[src/rtl/pixmem_sched_pkg.sv]
// Shared types and frame defaults for the pixel-memory write scheduler.
package pixmem_sched_pkg;

    typedef enum logic {
        CLEAR = 1'b0,
        RUN   = 1'b1
    } sched_state_t;

    localparam int COORD_W_DEF = 9;
    localparam int X_MAX_DEF   = 479;
    localparam int Y_MAX_DEF   = 479;
    localparam int RADIUS_DEF  = 480;
    localparam int CNT_W_DEF   = 32;

    // Width that holds x*x + y*y without overflow.
    function automatic int sq_width(input int coord_w);
        return 2 * coord_w + 2;
    endfunction

endpackage

[src/rtl/circle_test_pipe.sv]
// Two-stage quarter-circle membership test: capture, then squares + compare.
// The valid bit travels alongside the data; flush kills everything in flight.
module circle_test_pipe
    import pixmem_sched_pkg::*;
#(
    parameter int COORD_W = COORD_W_DEF,
    parameter int RADIUS  = RADIUS_DEF
) (
    input  logic               clk,
    input  logic               reset_n,
    input  logic               flush,
    input  logic               in_valid,
    input  logic [COORD_W-1:0] in_x,
    input  logic [COORD_W-1:0] in_y,
    output logic               out_valid,
    output logic [COORD_W-1:0] out_x,
    output logic [COORD_W-1:0] out_y,
    output logic               out_inside
);

    localparam int SQ_W = sq_width(COORD_W);
    localparam logic [SQ_W-1:0] R_SQ = SQ_W'(RADIUS * RADIUS);

    logic               s1_valid;
    logic [COORD_W-1:0] s1_x;
    logic [COORD_W-1:0] s1_y;
    logic [SQ_W-1:0]    sum_sq;

    // Sum of squares from the captured sample, unsigned at full width.
    always_comb begin
        sum_sq = SQ_W'(s1_x) * SQ_W'(s1_x) + SQ_W'(s1_y) * SQ_W'(s1_y);
    end

    // Stage 1: capture the accepted sample.
    always_ff @(posedge clk or negedge reset_n) begin
        if (!reset_n) begin
            s1_valid <= 1'b0;
            s1_x     <= '0;
            s1_y     <= '0;
        end else begin
            s1_valid <= in_valid & ~flush;
            s1_x     <= in_x;
            s1_y     <= in_y;
        end
    end

    // Stage 2: register the inside decision; the boundary counts as inside.
    always_ff @(posedge clk or negedge reset_n) begin
        if (!reset_n) begin
            out_valid  <= 1'b0;
            out_x      <= '0;
            out_y      <= '0;
            out_inside <= 1'b0;
        end else begin
            out_valid  <= s1_valid & ~flush;
            out_x      <= s1_x;
            out_y      <= s1_y;
            out_inside <= (sum_sq <= R_SQ);
        end
    end

endmodule

[src/rtl/pixmem_write_scheduler.sv]
// Pixel-memory write-port owner: clears the frame, then plots accepted
// samples and keeps the total/inside hit counts for the pi readout.
//
//   state | meaning
//   CLEAR | row-major sweep writing 0 to every pixel, samples refused
//   RUN   | samples accepted, in-range hits plotted and counted
module pixmem_write_scheduler
    import pixmem_sched_pkg::*;
#(
    parameter int COORD_W = COORD_W_DEF,
    parameter int X_MAX   = X_MAX_DEF,
    parameter int Y_MAX   = Y_MAX_DEF,
    parameter int RADIUS  = RADIUS_DEF,
    parameter int CNT_W   = CNT_W_DEF
) (
    input  logic               clk,
    input  logic               reset_n,
    input  logic               clear_req,
    output logic               clear_busy,
    output logic               clear_done,
    input  logic               smp_valid,
    output logic               smp_ready,
    input  logic [COORD_W-1:0] smp_x,
    input  logic [COORD_W-1:0] smp_y,
    output logic               wr_en,
    output logic [COORD_W-1:0] wr_x,
    output logic [COORD_W-1:0] wr_y,
    output logic               wr_data,
    output logic [CNT_W-1:0]   total_cnt,
    output logic [CNT_W-1:0]   inside_cnt,
    output logic               cnt_sat
);

    localparam logic [COORD_W-1:0] X_LIM    = COORD_W'(X_MAX);
    localparam logic [COORD_W-1:0] Y_LIM    = COORD_W'(Y_MAX);
    localparam logic [CNT_W-1:0]   CNT_TOP  = '1;
    localparam logic [CNT_W-1:0]   CNT_NEAR = CNT_TOP - 1'b1;

    sched_state_t       state;
    logic [COORD_W-1:0] ptr_x;
    logic [COORD_W-1:0] ptr_y;
    logic               sweep_end;
    logic               in_range;
    logic               flush;
    logic               sweep_step;
    logic               p_valid;
    logic [COORD_W-1:0] p_x;
    logic [COORD_W-1:0] p_y;
    logic               p_inside;

    // Handshake and sweep control decoded from state; the pointer is
    // always (0,0) in RUN, so a clear request can write (0,0) immediately.
    always_comb begin
        clear_busy = (state == CLEAR);
        smp_ready  = (state == RUN);
        in_range   = (smp_x <= X_LIM) && (smp_y <= Y_LIM);
        flush      = smp_ready & clear_req;
        sweep_step = (clear_busy & ~sweep_end) | flush;
    end

    circle_test_pipe #(
        .COORD_W (COORD_W),
        .RADIUS  (RADIUS)
    ) u_circle (
        .clk        (clk),
        .reset_n    (reset_n),
        .flush      (flush),
        .in_valid   (smp_valid & smp_ready & in_range),
        .in_x       (smp_x),
        .in_y       (smp_y),
        .out_valid  (p_valid),
        .out_x      (p_x),
        .out_y      (p_y),
        .out_inside (p_inside)
    );

    // Sequencer: sweep pointer, registered write port, hit counters.
    always_ff @(posedge clk or negedge reset_n) begin
        if (!reset_n) begin
            state      <= CLEAR;
            ptr_x      <= '0;
            ptr_y      <= '0;
            sweep_end  <= 1'b0;
            wr_en      <= 1'b0;
            wr_x       <= '0;
            wr_y       <= '0;
            wr_data    <= 1'b0;
            clear_done <= 1'b0;
            total_cnt  <= '0;
            inside_cnt <= '0;
            cnt_sat    <= 1'b0;
        end else begin
            wr_en      <= 1'b0;
            wr_x       <= '0;
            wr_y       <= '0;
            wr_data    <= 1'b0;
            clear_done <= 1'b0;

            if (sweep_step) begin
                wr_en <= 1'b1;
                wr_x  <= ptr_x;
                wr_y  <= ptr_y;
                if (ptr_x == X_LIM) begin
                    ptr_x <= '0;
                    if (ptr_y == Y_LIM) sweep_end <= 1'b1;
                    else                ptr_y     <= ptr_y + 1'b1;
                end else begin
                    ptr_x <= ptr_x + 1'b1;
                end
            end

            case (state)
                CLEAR: begin
                    if (sweep_end) begin
                        state      <= RUN;
                        clear_done <= 1'b1;
                        sweep_end  <= 1'b0;
                        ptr_x      <= '0;
                        ptr_y      <= '0;
                    end
                end
                RUN: begin
                    if (clear_req) begin
                        state      <= CLEAR;
                        total_cnt  <= '0;
                        inside_cnt <= '0;
                        cnt_sat    <= 1'b0;
                    end else if (p_valid) begin
                        wr_en   <= 1'b1;
                        wr_x    <= p_x;
                        wr_y    <= p_y;
                        wr_data <= 1'b1;
                        // Freeze both counters together so the ratio survives.
                        if (total_cnt != CNT_TOP) begin
                            total_cnt <= total_cnt + 1'b1;
                            if (p_inside) inside_cnt <= inside_cnt + 1'b1;
                            if (total_cnt == CNT_NEAR) cnt_sat <= 1'b1;
                        end
                    end
                end
                default: state <= CLEAR;
            endcase
        end
    end

endmodule

[config.mk]
export PLATFORM = sky130hd
export DESIGN_NAME = pixmem_write_scheduler
export DESIGN_NICKNAME = d
export VERILOG_FILES = /design/src/rtl/pixmem_sched_pkg.sv /design/src/rtl/circle_test_pipe.sv /design/src/rtl/pixmem_write_scheduler.sv
export SDC_FILE = /design/constraint.sdc
export NUM_CORES = 1
export LEC_CHECK = 0
export CAP_MARGIN = 20
export CORE_AREA = 5 5 194 243
export CTS_BUF_LIST = sky130_fd_sc_hd__clkbuf_4 sky130_fd_sc_hd__clkbuf_8
export DETAILED_ROUTE_END_ITERATION = 10
export DIE_AREA = 0 0 199 248
export SETUP_SLACK_MARGIN = 0.1
export SYNTH_ARGS = -nofsm -noshare
export SYNTH_HDL_FRONTEND = slang
export SYNTH_HIERARCHICAL = 1
export SYNTH_SLANG_ARGS = --single-unit
[constraint.sdc]
create_clock -name clk -period 6 [get_ports clk]
set_input_delay 1.2 -clock clk [delete_from_list [all_inputs] [get_ports clk]]
set_output_delay 1.2 -clock clk [all_outputs]
set_load 0.1 [all_outputs]
# After elaboration in Yosys (flattened, before gate mapping)
# Index checks and enable logic that the tools add are counted.
[word_totals] inputBits=22 word_cells=95 register_bits=145
[op_classes] n_addsub=5 mul=2 muxes=44 bitwise=10 reduce_logical=8 eq_ne=4 n_lt_le_gt_ge=3
[ops] cell="32-bit two-way mux" n=7
[ops] cell="9-bit two-way mux" n=17
[ops] cell="32-bit by 1-bit adder with 32-bit output, second input constant" n=2
[ops] cell="9-bit by 9-bit multiplier with 18-bit output" n=2
[ops] cell="32-bit equality test, second input constant" n=1
[ops] cell="32-bit inequality test, second input constant" n=1
[ops] cell="20-bit by 18-bit less-or-equal comparator with 1-bit output, second input constant" n=1
[ops] cell="18-bit by 18-bit adder with 19-bit output" n=1
[ops] cell="1-bit two-way mux" n=19
[ops] cell="9-bit by 1-bit adder with 9-bit output, second input constant" n=2
[ops] cell="9-bit equality test, second input constant" n=2
[ops] cell="9-bit less-or-equal comparator, second input constant" n=2
[ops] cell="4-bit AND reduction" n=2
[ops] cell="2-bit nonzero test" n=4
[ops] cell="1-bit AND" n=6
[ops] cell="1-bit inverter" n=3
[ops] cell="3-bit AND reduction" n=1
[ops] cell="1-bit one-hot mux with 2 select lines" n=1
[ops] cell="1-bit logical AND" n=1
[ops] cell="1-bit OR" n=1

# Logic depth before layout (Yosys ltp)
# Gate-level depths: netlist of the first run.
[logic_depth] depth_word=7 depth_mapped=23 depth_no_buf=21

# Hierarchy
# Netlist of the first run, hierarchy kept.
[by_module_without_submodules] mod="pixmem_write_scheduler" cells_each=580 area_per_inst_um2=5542.8 n_inst=1
[by_module_without_submodules] mod="circle_test_pipe" cells_each=551 area_per_inst_um2=5454.0 n_inst=1

# Worst setup path before layout of the first run
# OpenSTA, ideal clock, no wires.
[synth_path] path_kind="reg2reg" start="register u_circle.s1_y[6]" end="register u_circle.out_inside" setup_slack_ns=0.622 arrival_time_ns=5.240 setup_time_ns=0.139 synth_period_minus_slack_ns=5.378 t_required_ns=5.861 stages_incl_launch_ff=22 path_buffers=2 cell_sequence="dfrtp_1 -> clkbuf_1 -> nand2_1 -> inv_1 -> fa_1 -> fa_1 -> inv_1 -> fa_1 -> inv_1 -> fa_1 -> inv_1 -> fa_1 -> fa_1 -> inv_1 -> ha_1 -> buf_4 -> nor2_1 -> and2b_1 -> a221o_1 -> nor4_1 -> and3_1 -> a41oi_1"
[synth_via] elab_chain_len=3
[synth_rtl] item="start: declaration" line="circle_test_pipe.sv:26" source="logic [COORD_W-1:0] s1_y;"
[synth_rtl] item="start signal: assignment" line="circle_test_pipe.sv:43" source="s1_y <= in_y;"
[synth_rtl] item="9-bit by 9-bit multiplier with 18-bit output" line="circle_test_pipe.sv:31" source="sum_sq = SQ_W'(s1_x) * SQ_W'(s1_x) + SQ_W'(s1_y) * SQ_W'(s1_y);"
[synth_rtl] item="18-bit by 18-bit adder with 19-bit output" line="circle_test_pipe.sv:31"
[synth_rtl] item="20-bit by 18-bit less-or-equal comparator with 1-bit output" line="circle_test_pipe.sv:58" source="out_inside <= (sum_sq <= R_SQ);"
[synth_rtl] item="end signal: assignment" line="circle_test_pipe.sv:58"
[synth_rtl] item="end: declaration" line="circle_test_pipe.sv:18" source="output logic out_inside"
# No other way between the ends.
# A chain may end at the register's enable or synchronous reset.

# Worst setup path in the final report of the first run
[layout_path] start="register u_circle.s1_y[2]" end="register u_circle.out_inside"
# The elaborated chain is that of the path after synthesis.

==> results of run 1 <==
-- power by group through the flow --
stage          Clock (W)  Combinational (W)  Sequential, W
6_report        0.000782            0.00451        0.00117
2_1_floorplan          0            0.00313        0.00147
5_1_grt         0.000847            0.00513        0.00118
3_3_place_gp           0            0.00419        0.00118
3_5_place_dp           0            0.00428        0.00119
4_1_cts         0.000806            0.00430        0.00117
-- layer usage --
layer,vias up,global-route usage,part of all wire
met4,0,0.0322,0.024
met3,43,0.0216,0.054
met5,-,0,0
met2,238,0.217,0.52
li1,4090,-,-
met1,4415,0.147,0.40
-- path summary, 6_finish.rpt --
check / start / to
setup / recovery: u_circle/s1_y[2]$_DFF_PN0_ / u_circle/out_inside$_DFF_PN0_
hold / removal: u_circle/s1_valid$_DFF_PN0_ / u_circle/out_valid$_DFF_PN0_
setup reg to reg: u_circle/s1_y[2]$_DFF_PN0_ / u_circle/out_inside$_DFF_PN0_
hold reg to reg: u_circle/s1_valid$_DFF_PN0_ / u_circle/out_valid$_DFF_PN0_
max in group asynchronous: reset_n / u_circle/s1_y[0]$_DFF_PN0_
min in group asynchronous: reset_n / inside_cnt[17]$_DFFE_PN0P_
-- metrics by stage --
step	setup slack [ns]	hold WS, ns	instances
final	0.332	0.469	1824
after detailed placement	0.246	0.451	1782
after CTS	0.214	0.470	1814
after global placement	0.363	0.446	1782
after global routing	0.0854	0.498	1823
after floorplan	0.622	0.352	1131
-- Yosys cell counts (2+ instances only) --
cell,number
or4_1,34
buf_4,6
nor4_1,10
xnor2_1,17
buf_6,2
a41oi_1,3
or3_1,28
dfrtp_1,145
a211oi_1,5
o21ai_0,29
nor2b_1,9
a21oi_1,63
nor2_1,39
nand3_1,32
inv_1,161
o31ai_1,25
mux2_2,2
clkbuf_1,28
and4_1,13
nor3_1,10
and2_1,45
mux2i_1,8
and3_1,11
o211ai_1,7
inv_2,2
buf_2,8
o21ai_1,11
ha_1,58
o31a_1,3
a21o_1,6
nor3b_1,2
a22o_1,18
o21a_1,6
xor2_1,11
nand4_2,2
fa_1,100
nand4b_1,4
nand2_1,93
or2_1,2
nand2b_1,9
a31oi_1,3
or2_2,3
nand4_1,28
-- cell families (layout without fill, tap and decap cells) --
kind of cell               after synthesis  in the layout
and+or+nand+nor                        383            383
buffers and inverters                  208            322
adders and majority gates              158            158
xor gates and xnor gates                28             28
other                                    0              1
AOI/OAI and AO/OA                      199            199
muxes                                   10             10
DFF                                    145            145
-- repair_timing --
item,4_1_cts,5_1_grt
hold buffers,0,0
resized for setup,0,18
setup buffers,0,9
setup endpoints to repair,0,1
-- flip-flops by register name (all words and copies together) (netlist names), 9 cells and up --
name            flops
inside_cnt         32
u_circle/out_y      9
ptr_x               9
wr_x                9
u_circle/s1_y       9
ptr_y               9
wr_y                9
u_circle/s1_x       9
u_circle/out_x      9
total_cnt          32
-- critical path, stage by stage, from the launching register on --
cell and delay [ns]:
dfrtp_2 0.44, buf_4 0.17, nand2_1 0.08, fa_1 0.45, fa_1 0.53, inv_1 0.04
ha_1 0.29, fa_1 0.54, inv_1 0.06, fa_1 0.50, fa_1 0.61, inv_1 0.09
ha_1 0.31, a211oi_1 0.36, xnor2_1 0.16, a31oi_1 0.12, o41ai_1 0.47, nand4_1 0.16
a41oi_2 0.20
-- cell type report --
type / count / area share
multi-input combinational: 778 / 0.499
sequential: 145 / 0.277
timing repair buffer: 127 / 0.0932
tap: 578 / 0.0549
inverter: 163 / 0.0465
clock buffer: 18 / 0.0188
clock inverter: 14 / 0.0104
antenna: 1 / 0.000190
==> impl_metrics.py, run 1 <==
metrics = {
    "route": {
        "initialDrtViolationCount": 529,
        "firstDrtPassIters": 5,
        "wl_per_cell_um": 15.8,
        "ant_nets": 0,
        "vias": 8786,
        "totalWireLength_mm": 28.8,
        "viasPerCell": 4.82,
        "drc": 0,
    },
    "sta": {
        "clock_skew_ns": 0.0209,
        "finalCritPeriodShare": 0.945,
        "drv_slew": 0,
        "setup_viol": 0,
        "tns_ns": 0,
        "hold_viol": 0,
        "fin_crit_ns": 5.67,
        "worst_pin_slew_ns": 1.09,
        "fmax_mhz": 176,
        "rsz0062_at_grt": "false",
        "relSlewSlack": 0.268,
    },
    "clock_tree": {
        "cts_buffers": 17,
        "cts_max_path_buffers": 2,
        "cts.sinks": 145,
        "tritoncts": "yes",
        "htreeDepth": 4,
        "clkLatencyLatePin_ns": 0.48,
        "cts-root-buf": "clkbuf_8",
        "clk_pin_slew_ns": 0.09,
    },
    "power_and_ir_drop": {
        "p_int_w": 0.00319,
        "pwr-share-clk": 0.121,
        "vdd_drop_max_v": 0.000547,
        "power_leakage_nw": 5.68,
        "comb_power_share": 0.699,
        "switchingPower_w": 0.00327,
        "seqPwrFrac": 0.180,
        "swShare": 0.506,
        "total_power_w": 0.00646,
        "power_density_nw_per_um2": 491,
    },
    "grt": {
        "overflow": 0,
        "grt_max_degree": 98,
        "grt_pass1_vias": 9008,
        "grt_antenna_before_repair": 0,
        "track_usage": 0.120,
        "grt_pass1_wl_mm": 47.5,
    },
    "synthesis": {
        "synth_area_um2": 11000,
        "synth-edff-count": 0,
        "yosysSeqAreaShare": 0.330,
        "ys_types": 73,
        "synth_top_area_frac": 0.330,
        "synth_mux_area_frac": 0.00933,
        "synth_top_family_by_area": "adder cells",
        "synth_nets": 1311,
        "yosys_warnings": 6,
        "synth-adder-area-share": 0.248,
        "ys_ff_latch": 145,
        "synth_async_sr_flop_share": 1.00,
        "synth-compound-area-share": 0.119,
        "synth_area_leaders": "dfrtp_1 (33%), fa_1 (18%), ha_1 (6.6%), inv_1 (5.5%), nand2_1 (3.2%)",
        "syn_inst": 1131,
        "synth_xor_area_frac": 0.0223,
        "yosys.area.top_type": "dfrtp_1",
        "synthSimpleGateAreaFrac": 0.196,
        "syn_avg_cell_area_um2": 9.72,
        "synthFlopType": "dfrtp_1",
    },
    "die": {
        "ios": 110,
        "start_util": 0.246,
        "die-area_um2": 49400,
        "rows": 87,
        "die_h_um": 248,
        "core-area_um2": 44600,
        "die_w_um": 199,
    },
    "final_layout": {
        "fill_cells": 4704,
        "multiInputGateArea_um2": 6580,
        "fin_nets": 1412,
        "layout_commonest_cell": "inv_1",
        "fin_area_um2": 13200,
        "fin_util": 0.295,
        "drive_gt1_frac": 0.0731,
        "regArea_um2": 3640,
        "final_cell_mix": "inv_1 (161), dfrtp_1 (133), clkdlybuf4s50_1 (108)",
        "area_growth_pct": 19.7,
    },
    "status": {
        "status": "finished clean",
    },
    "placed_design": {
        "post_dp_cell_area_um2": 12700,
        "dp_hpwl_mm": 22.1,
        "place.port_buffers": 109,
        "place.gp.congestion": 0.820,
    },
    "hold_path": {
        "hp-class": "reg -> reg",
        "worstHoldPathCells": 1,
    },
    "worst_setup_path": {
        "crit_arrival_ns": 6.06,
        "cp-end-kind": "register",
        "path_class": "reg -> reg",
        "critPathMaxFanout": 8,
        "reg2reg_depth": 18,
        "required_ns": 6.39,
        "cp-start-kind": "register",
        "r2r_setup_slack_ns": 0.33,
    },
    "flow_run": {
        "maxCapViolCount": 0,
    },
}
Power figures use the tool's default switching activity.
==> inputs of run 2 (changes only) <==
CTS_CLUSTER_SIZE = 25   (was default)
clock period = 4.59 ns   (was 6 ns; I/O delays follow)
==> run 2 against run 1 <==
The flow now finishes with violations (negative setup slack). Routed wire length increased by 4.3%. Clock-buffer cell count increased by 2. Combinational power up 84%. Critical endpoint unchanged. Highest routed layer unchanged.
==> impl_metrics.py, run 2 (same netlist as run 1, synthesis figures left out) <==
metrics = {
    "grt": {
        "overflow": 0,
        "grt_pass1_wl_mm": 49.0,
        "grt_pass1_vias": 9457,
        "grt_max_degree": 94,
        "track_usage": 0.124,
        "grt_antenna_before_repair": 0,
    },
    "clock_tree": {
        "cts_max_path_buffers": 2,
        "cts-root-buf": "clkbuf_8",
        "tritoncts": "yes",
        "htreeDepth": 4,
        "cts_buffers": 17,
        "cts.sinks": 145,
        "clkLatencyLatePin_ns": 0.49,
        "clk_pin_slew_ns": 0.09,
    },
    "route": {
        "initialDrtViolationCount": 510,
        "vias": 9117,
        "ant_nets": 0,
        "wl_per_cell_um": 15.7,
        "viasPerCell": 4.78,
        "drc": 0,
        "firstDrtPassIters": 6,
        "totalWireLength_mm": 30.1,
    },
    "power_and_ir_drop": {
        "power_density_nw_per_um2": 773,
        "power_leakage_nw": 6.13,
        "swShare": 0.460,
        "comb_power_share": 0.763,
        "seqPwrFrac": 0.141,
        "vdd_drop_max_v": 0.000790,
        "total_power_w": 0.0109,
        "pwr-share-clk": 0.096,
        "switchingPower_w": 0.00501,
        "p_int_w": 0.00588,
    },
    "worst_setup_path": {
        "cp-end-kind": "register",
        "cp-start-kind": "register",
        "crit_end": "u_circle/out_inside$_DFF_PN0_",
        "required_ns": 5.01,
        "worstReg2RegEnd": "u_circle/out_inside$_DFF_PN0_",
        "critPathMaxFanout": 5,
        "cp.depth": 20,
        "cpLargestDelayFamily": "adder cells",
        "crit_path_start": "u_circle/s1_y[0]$_DFF_PN0_",
        "r2r_setup_slack_ns": -0.76,
        "crit-reg2reg-launch": "u_circle/s1_y[0]$_DFF_PN0_",
        "crit_top_cell": "fa_1",
        "slowest_delay_ns": 0.54,
        "crit_arrival_ns": 5.77,
        "worst_path_max_delay_cell": "fa_1",
        "timing.critical_path.buf_inv": 6,
        "path_class": "reg -> reg",
        "crit_chain": "buf_6 > nand2_2 > fa_2 > buf_6 > fa_1 > inv_2 > fa_1 > inv_2 > fa_1 > fa_2 > fa_1 > inv_2 > ha_4 > nand3_4 > o2111ai_4 > buf_6 > a31oi_4 > xor2_1 > nand4_1 > a41oi_2",
        "reg2reg_depth": 20,
    },
    "die": {
        "die_h_um": 248,
        "ios": 110,
        "die_w_um": 199,
        "core-area_um2": 44600,
        "rows": 87,
        "start_util": 0.246,
        "die-area_um2": 49400,
    },
    "final_layout": {
        "area_growth_pct": 28.1,
        "drive_gt1_frac": 0.170,
        "fin_nets": 1498,
        "antenna_cells": 0,
        "fin_util": 0.316,
        "final_cell_mix": "inv_1 (149), dfrtp_1 (131), clkdlybuf4s50_1 (108)",
        "reg_top3": "inside_cnt x32, total_cnt x32",
        "fin_area_um2": 14100,
        "layout_commonest_cell": "inv_1",
    },
    "sta": {
        "setup_viol": 1,
        "fmax_mhz": 187,
        "fin_crit_ns": 5.35,
        "rsz0062_at_grt": "true",
        "finalCritPeriodShare": 1.17,
        "timing.final.ws_setup_ns": -0.760,
        "clock_skew_ns": 0.0182,
        "worst_pin_slew_ns": 1.06,
        "tns_ns": -0.760,
        "drv_slew": 0,
        "hold_viol": 0,
        "relSlewSlack": 0.291,
    },
    "placed_design": {
        "post_dp_cell_area_um2": 13400,
        "place.gp.congestion": 0.830,
        "dp_hpwl_mm": 23.2,
        "place.port_buffers": 109,
    },
    "flow_run": {
        "maxCapViolCount": 0,
    },
    "hold_path": {
        "hp-class": "reg -> reg",
    },
    "status": {
        "violations": "negative setup slack",
        "status": "finished, violations left",
    },
}
## run 2: changes by cell type in the layout (fill, tap and decap cells not counted), sizes merged
cell,before,now
buf,19,105
inv,172,168
clkbuf,18,20
clkinv,2,4
bufinv,0,1
clkinvlp,3,2
diode,1,0
## run 2: final cells by class
class | instances | area (µm²)
Clock inverter | 12 | 123
Multi-Input combinational cell | 778 | 6820
Clock buffer | 20 | 263
Sequential cell | 145 | 3650
Fill cell | 4648 | 30500
Inverter | 163 | 612
Timing Repair Buffer | 213 | 1900
Tap cell | 578 | 723
## run 2: repair_timing
action | 4_1_cts | 5_1_grt
resized for setup | 18 | 35
hold buffers | 0 | 0
cloned | 0 | 0
pin swaps | 23 | 40
buffers inserted | 8 | 5
setup endpoints to repair | 1 | 1
## run 2: metal layers
layer / global-route usage / share of wire / vias up
met3: 0.0244 / 0.051 / 39
met1: 0.147 / 0.40 / 4609
met2: 0.231 / 0.53 / 216
met4: 0.0278 / 0.016 / 0
li1: - / - / 4253
met5: 0 / 0 / -
## run 2: worst reg2reg max path, stage by stage, from the launching register on
cell       delay (ns)
dfrtp_2          0.46
buf_6            0.14
nand2_2          0.06
fa_2             0.46
buf_6            0.14
fa_1             0.49
inv_2            0.04
fa_1             0.55
inv_2            0.04
fa_1             0.52
fa_2             0.45
fa_1             0.54
inv_2            0.05
ha_4             0.30
nand3_4          0.08
o2111ai_4        0.27
buf_6            0.15
a31oi_4          0.07
xor2_1           0.17
nand4_1          0.13
a41oi_2          0.19
## run 2: power groups by stage
| stage | logic, W | clock network, W | registers (W) |
|---|---|---|---|
| after detailed placement | 0.00732 | 0 | 0.00156 |
| after global routing | 0.00931 | 0.00112 | 0.00155 |
| after floorplan | 0.00479 | 0 | 0.00192 |
| after CTS | 0.00793 | 0.00108 | 0.00153 |
| final | 0.00832 | 0.00104 | 0.00154 |
| after global placement | 0.00729 | 0 | 0.00155 |
## run 2: how the worst min path moves through the flow
stage,startpoint,end,slack [ns],depth (start not counted)
finish,u_circle/out_x[8]$_DFF_PN0_,wr_x[8]$_DFF_PN0_,0.47,1
global route,u_circle/s1_valid$_DFF_PN0_,u_circle/out_valid$_DFF_PN0_,0.49,1
CTS,u_circle/out_y[7]$_DFF_PN0_,wr_y[7]$_DFF_PN0_,0.47,1
detailed placement,u_circle/s1_valid$_DFF_PN0_,u_circle/out_valid$_DFF_PN0_,0.45,1
global placement,u_circle/s1_valid$_DFF_PN0_,u_circle/out_valid$_DFF_PN0_,0.44,1
floorplan,u_circle/s1_x[3]$_DFF_PN0_,u_circle/out_x[3]$_DFF_PN0_,0.35,0
## run 2: metrics by stage
stage / instances / setup WS [ns] / hold WS, ns
after CTS: 1904 / -0.696 / 0.472
after detailed placement: 1864 / -0.892 / 0.455
after floorplan: 1131 / -0.586 / 0.352
after global placement: 1864 / -0.808 / 0.444
after global routing: 1909 / -0.953 / 0.487
final: 1909 / -0.760 / 0.466
==> inputs of run 3 (changes only) <==
CORE_AREA = 2 2 191 240   (was 5 5 194 243)
DIE_AREA = 0 0 193 242   (was 0 0 199 248)
PLACE_DENSITY = 0.46   (was default)
==> run 3 against run 2 <==
The run still ends with negative setup slack left. Sequential share of layout area is essentially flat. Clock-buffer cell count shrank 3. Maximum frequency is essentially flat. First-iteration DRC count shrank 25%. Sequential power is essentially flat. Clock power shrank 5%. Final cell count grew 0.10%. Worst setup slack lost 0.0049 ns. Largest power group unchanged.
==> impl_metrics.py, run 3 (same netlist as run 1, synthesis figures left out) <==
metrics = {
    "route": {
        "vias": 8928,
        "ant_nets": 0,
        "viasPerCell": 4.67,
        "totalWireLength_mm": 30.8,
        "initialDrtViolationCount": 383,
        "drc": 0,
        "wl_per_cell_um": 16.1,
        "firstDrtPassIters": 5,
    },
    "worst_setup_path": {
        "path_class": "reg -> reg",
        "crit_top_cell": "fa_1",
        "cpLargestDelayFamily": "adder cells",
        "critPathMaxFanout": 7,
        "worst_path_max_delay_cell": "fa_1",
        "cp-end-kind": "register",
        "timing.critical_path.buf_inv": 5,
        "slowest_delay_ns": 0.52,
        "required_ns": 4.99,
        "cp-start-kind": "register",
        "crit_arrival_ns": 5.76,
        "crit_chain": "buf_6 > nand2_2 > fa_1 > buf_4 > fa_1 > inv_1 > fa_1 > inv_1 > fa_1 > fa_1 > fa_1 > inv_2 > ha_4 > nand3_4 > o2111ai_4 > a311oi_2 > a211oi_2 > nand4_1 > a41oi_2",
    },
    "power_and_ir_drop": {
        "power_leakage_nw": 6.15,
        "power_density_nw_per_um2": 739,
        "vdd_drop_max_v": 0.000914,
        "total_power_w": 0.0104,
    },
    "final_layout": {
        "final_cells": 1911,
        "antenna_cells": 0,
        "drive_gt1_frac": 0.159,
        "fill_cells": 4703,
        "fin_area_um2": 14100,
        "final_cell_mix": "inv_1 (157), dfrtp_1 (138), clkdlybuf4s50_1 (108)",
        "fin_nets": 1500,
        "layout_commonest_cell": "inv_1",
        "area_growth_pct": 27.9,
        "reg_top3": "inside_cnt x32, total_cnt x32",
    },
    "sta": {
        "rsz0062_at_grt": "true",
        "worst_pin_slew_ns": 1.05,
        "fin_crit_ns": 5.36,
        "clock_skew_ns": 0.0236,
        "whs_ns": 0.467,
        "hold_viol": 0,
        "setup_viol": 1,
        "drv_slew": 0,
        "timing.final.ws_setup_ns": -0.765,
        "finalCritPeriodShare": 1.17,
        "fmax_mhz": 187,
        "relSlewSlack": 0.297,
    },
    "grt": {
        "track_usage": 0.138,
        "grt_antenna_before_repair": 1,
        "grt_pass1_vias": 9358,
        "overflow": 0,
        "grt_max_degree": 79,
        "grt_pass1_wl_mm": 50.4,
    },
    "die": {
        "core-area_um2": 44600,
        "ios": 110,
        "die_w_um": 193,
        "start_util": 0.246,
        "die_h_um": 242,
        "rows": 87,
        "die-area_um2": 46700,
    },
    "status": {
        "status": "finished, violations left",
        "violations": "negative setup slack",
    },
    "placed_design": {
        "place_inst": 1864,
        "post_dp_cell_area_um2": 13400,
        "place.port_buffers": 109,
        "place.gp.congestion": 0.800,
        "dp_hpwl_mm": 24.0,
    },
    "clock_tree": {
        "clkLatencyLatePin_ns": 0.49,
        "cts.sinks": 145,
        "cts-root-buf": "clkbuf_8",
        "cts_buffers": 17,
        "htreeDepth": 4,
        "tritoncts": "yes",
        "holdBufCountCts": 0,
        "clk_pin_slew_ns": 0.09,
        "cts_max_path_buffers": 2,
    },
    "flow_run": {
        "maxCapViolCount": 0,
    },
    "hold_path": {
        "hp-class": "reg -> reg",
    },
}
==> run 3: worst paths after layout <==
kind	slack, ns	from	cells past startpoint	end
worst max register to register	-0.77	u_circle/s1_y[2]$_DFF_PN0_	19	u_circle/out_inside$_DFF_PN0_
worst min register to register	0.47	u_circle/out_y[7]$_DFF_PN0_	1	wr_y[7]$_DFF_PN0_
worst max-delay path	-0.77	u_circle/s1_y[2]$_DFF_PN0_	19	u_circle/out_inside$_DFF_PN0_
max in group asynchronous	3.22	reset_n	2	u_circle/s1_y[0]$_DFF_PN0_
worst min-delay path	0.47	u_circle/out_y[7]$_DFF_PN0_	1	wr_y[7]$_DFF_PN0_
min in group asynchronous	0.48	reset_n	1	inside_cnt[18]$_DFFE_PN0P_
==> run 3: per-layer routing <==
metal / vias up / routed length [µm] / track usage
met2: 150 / 16600 / 0.259
li1: 4269 / - / -
met1: 4484 / 12800 / 0.162
met4: 0 / 391 / 0.0323
met3: 25 / 975 / 0.0213
met5: - / 0 / 0
==> run 3: repair_timing <==
| item | CTS | global route |
|---|---|---|
| hold endpoints to repair | 0 | 0 |
| resized for setup | 27 | 5 |
| setup endpoints to repair | 1 | 1 |
| buffers inserted | 15 | 0 |
| pin swaps | 42 | 5 |
==> run 3: area by class of cell <==
type	instances	area (µm²)	share of cell area
inverters	163	612	0.0435
well taps	578	723	0.0514
repair buffers	215	1910	0.136
clock buffers	17	234	0.0166
flip-flops and latches	145	3640	0.259
clock inverters	15	130	0.00925
multi-input cells	778	6810	0.485
==> run 3: power breakdown <==
group / switching [W] / total, W / leakage, nW / internal, W
logic: 0.00424 / 0.00788 / 4.11 / 0.00365
clock network: 0.000597 / 0.000989 / 0.189 / 0.000392
registers: 0.000131 / 0.00152 / 1.85 / 0.00138
==> run 3: worst reg2reg max path: stages, from the launching register on <==
cell and delay, ns:
dfrtp_2 0.46, buf_6 0.13, nand2_2 0.06, fa_1 0.43, buf_4 0.16, fa_1 0.49
inv_1 0.05, fa_1 0.47, inv_1 0.06, fa_1 0.52, fa_1 0.50, fa_1 0.51
inv_2 0.05, ha_4 0.30, nand3_4 0.08, o2111ai_4 0.31, a311oi_2 0.17, a211oi_2 0.19
nand4_1 0.16, a41oi_2 0.18
==> run 3: stage by stage <==
step	setup TNS [ns]	worst slack, ns	utilization
after floorplan	-0.586	-0.586	-
after global placement	-0.904	-0.904	0.301
after detailed placement	-0.968	-0.968	0.301
after CTS	-0.765	-0.765	0.315
after global routing	-1.01	-1.01	0.315
final	-0.765	-0.765	0.315
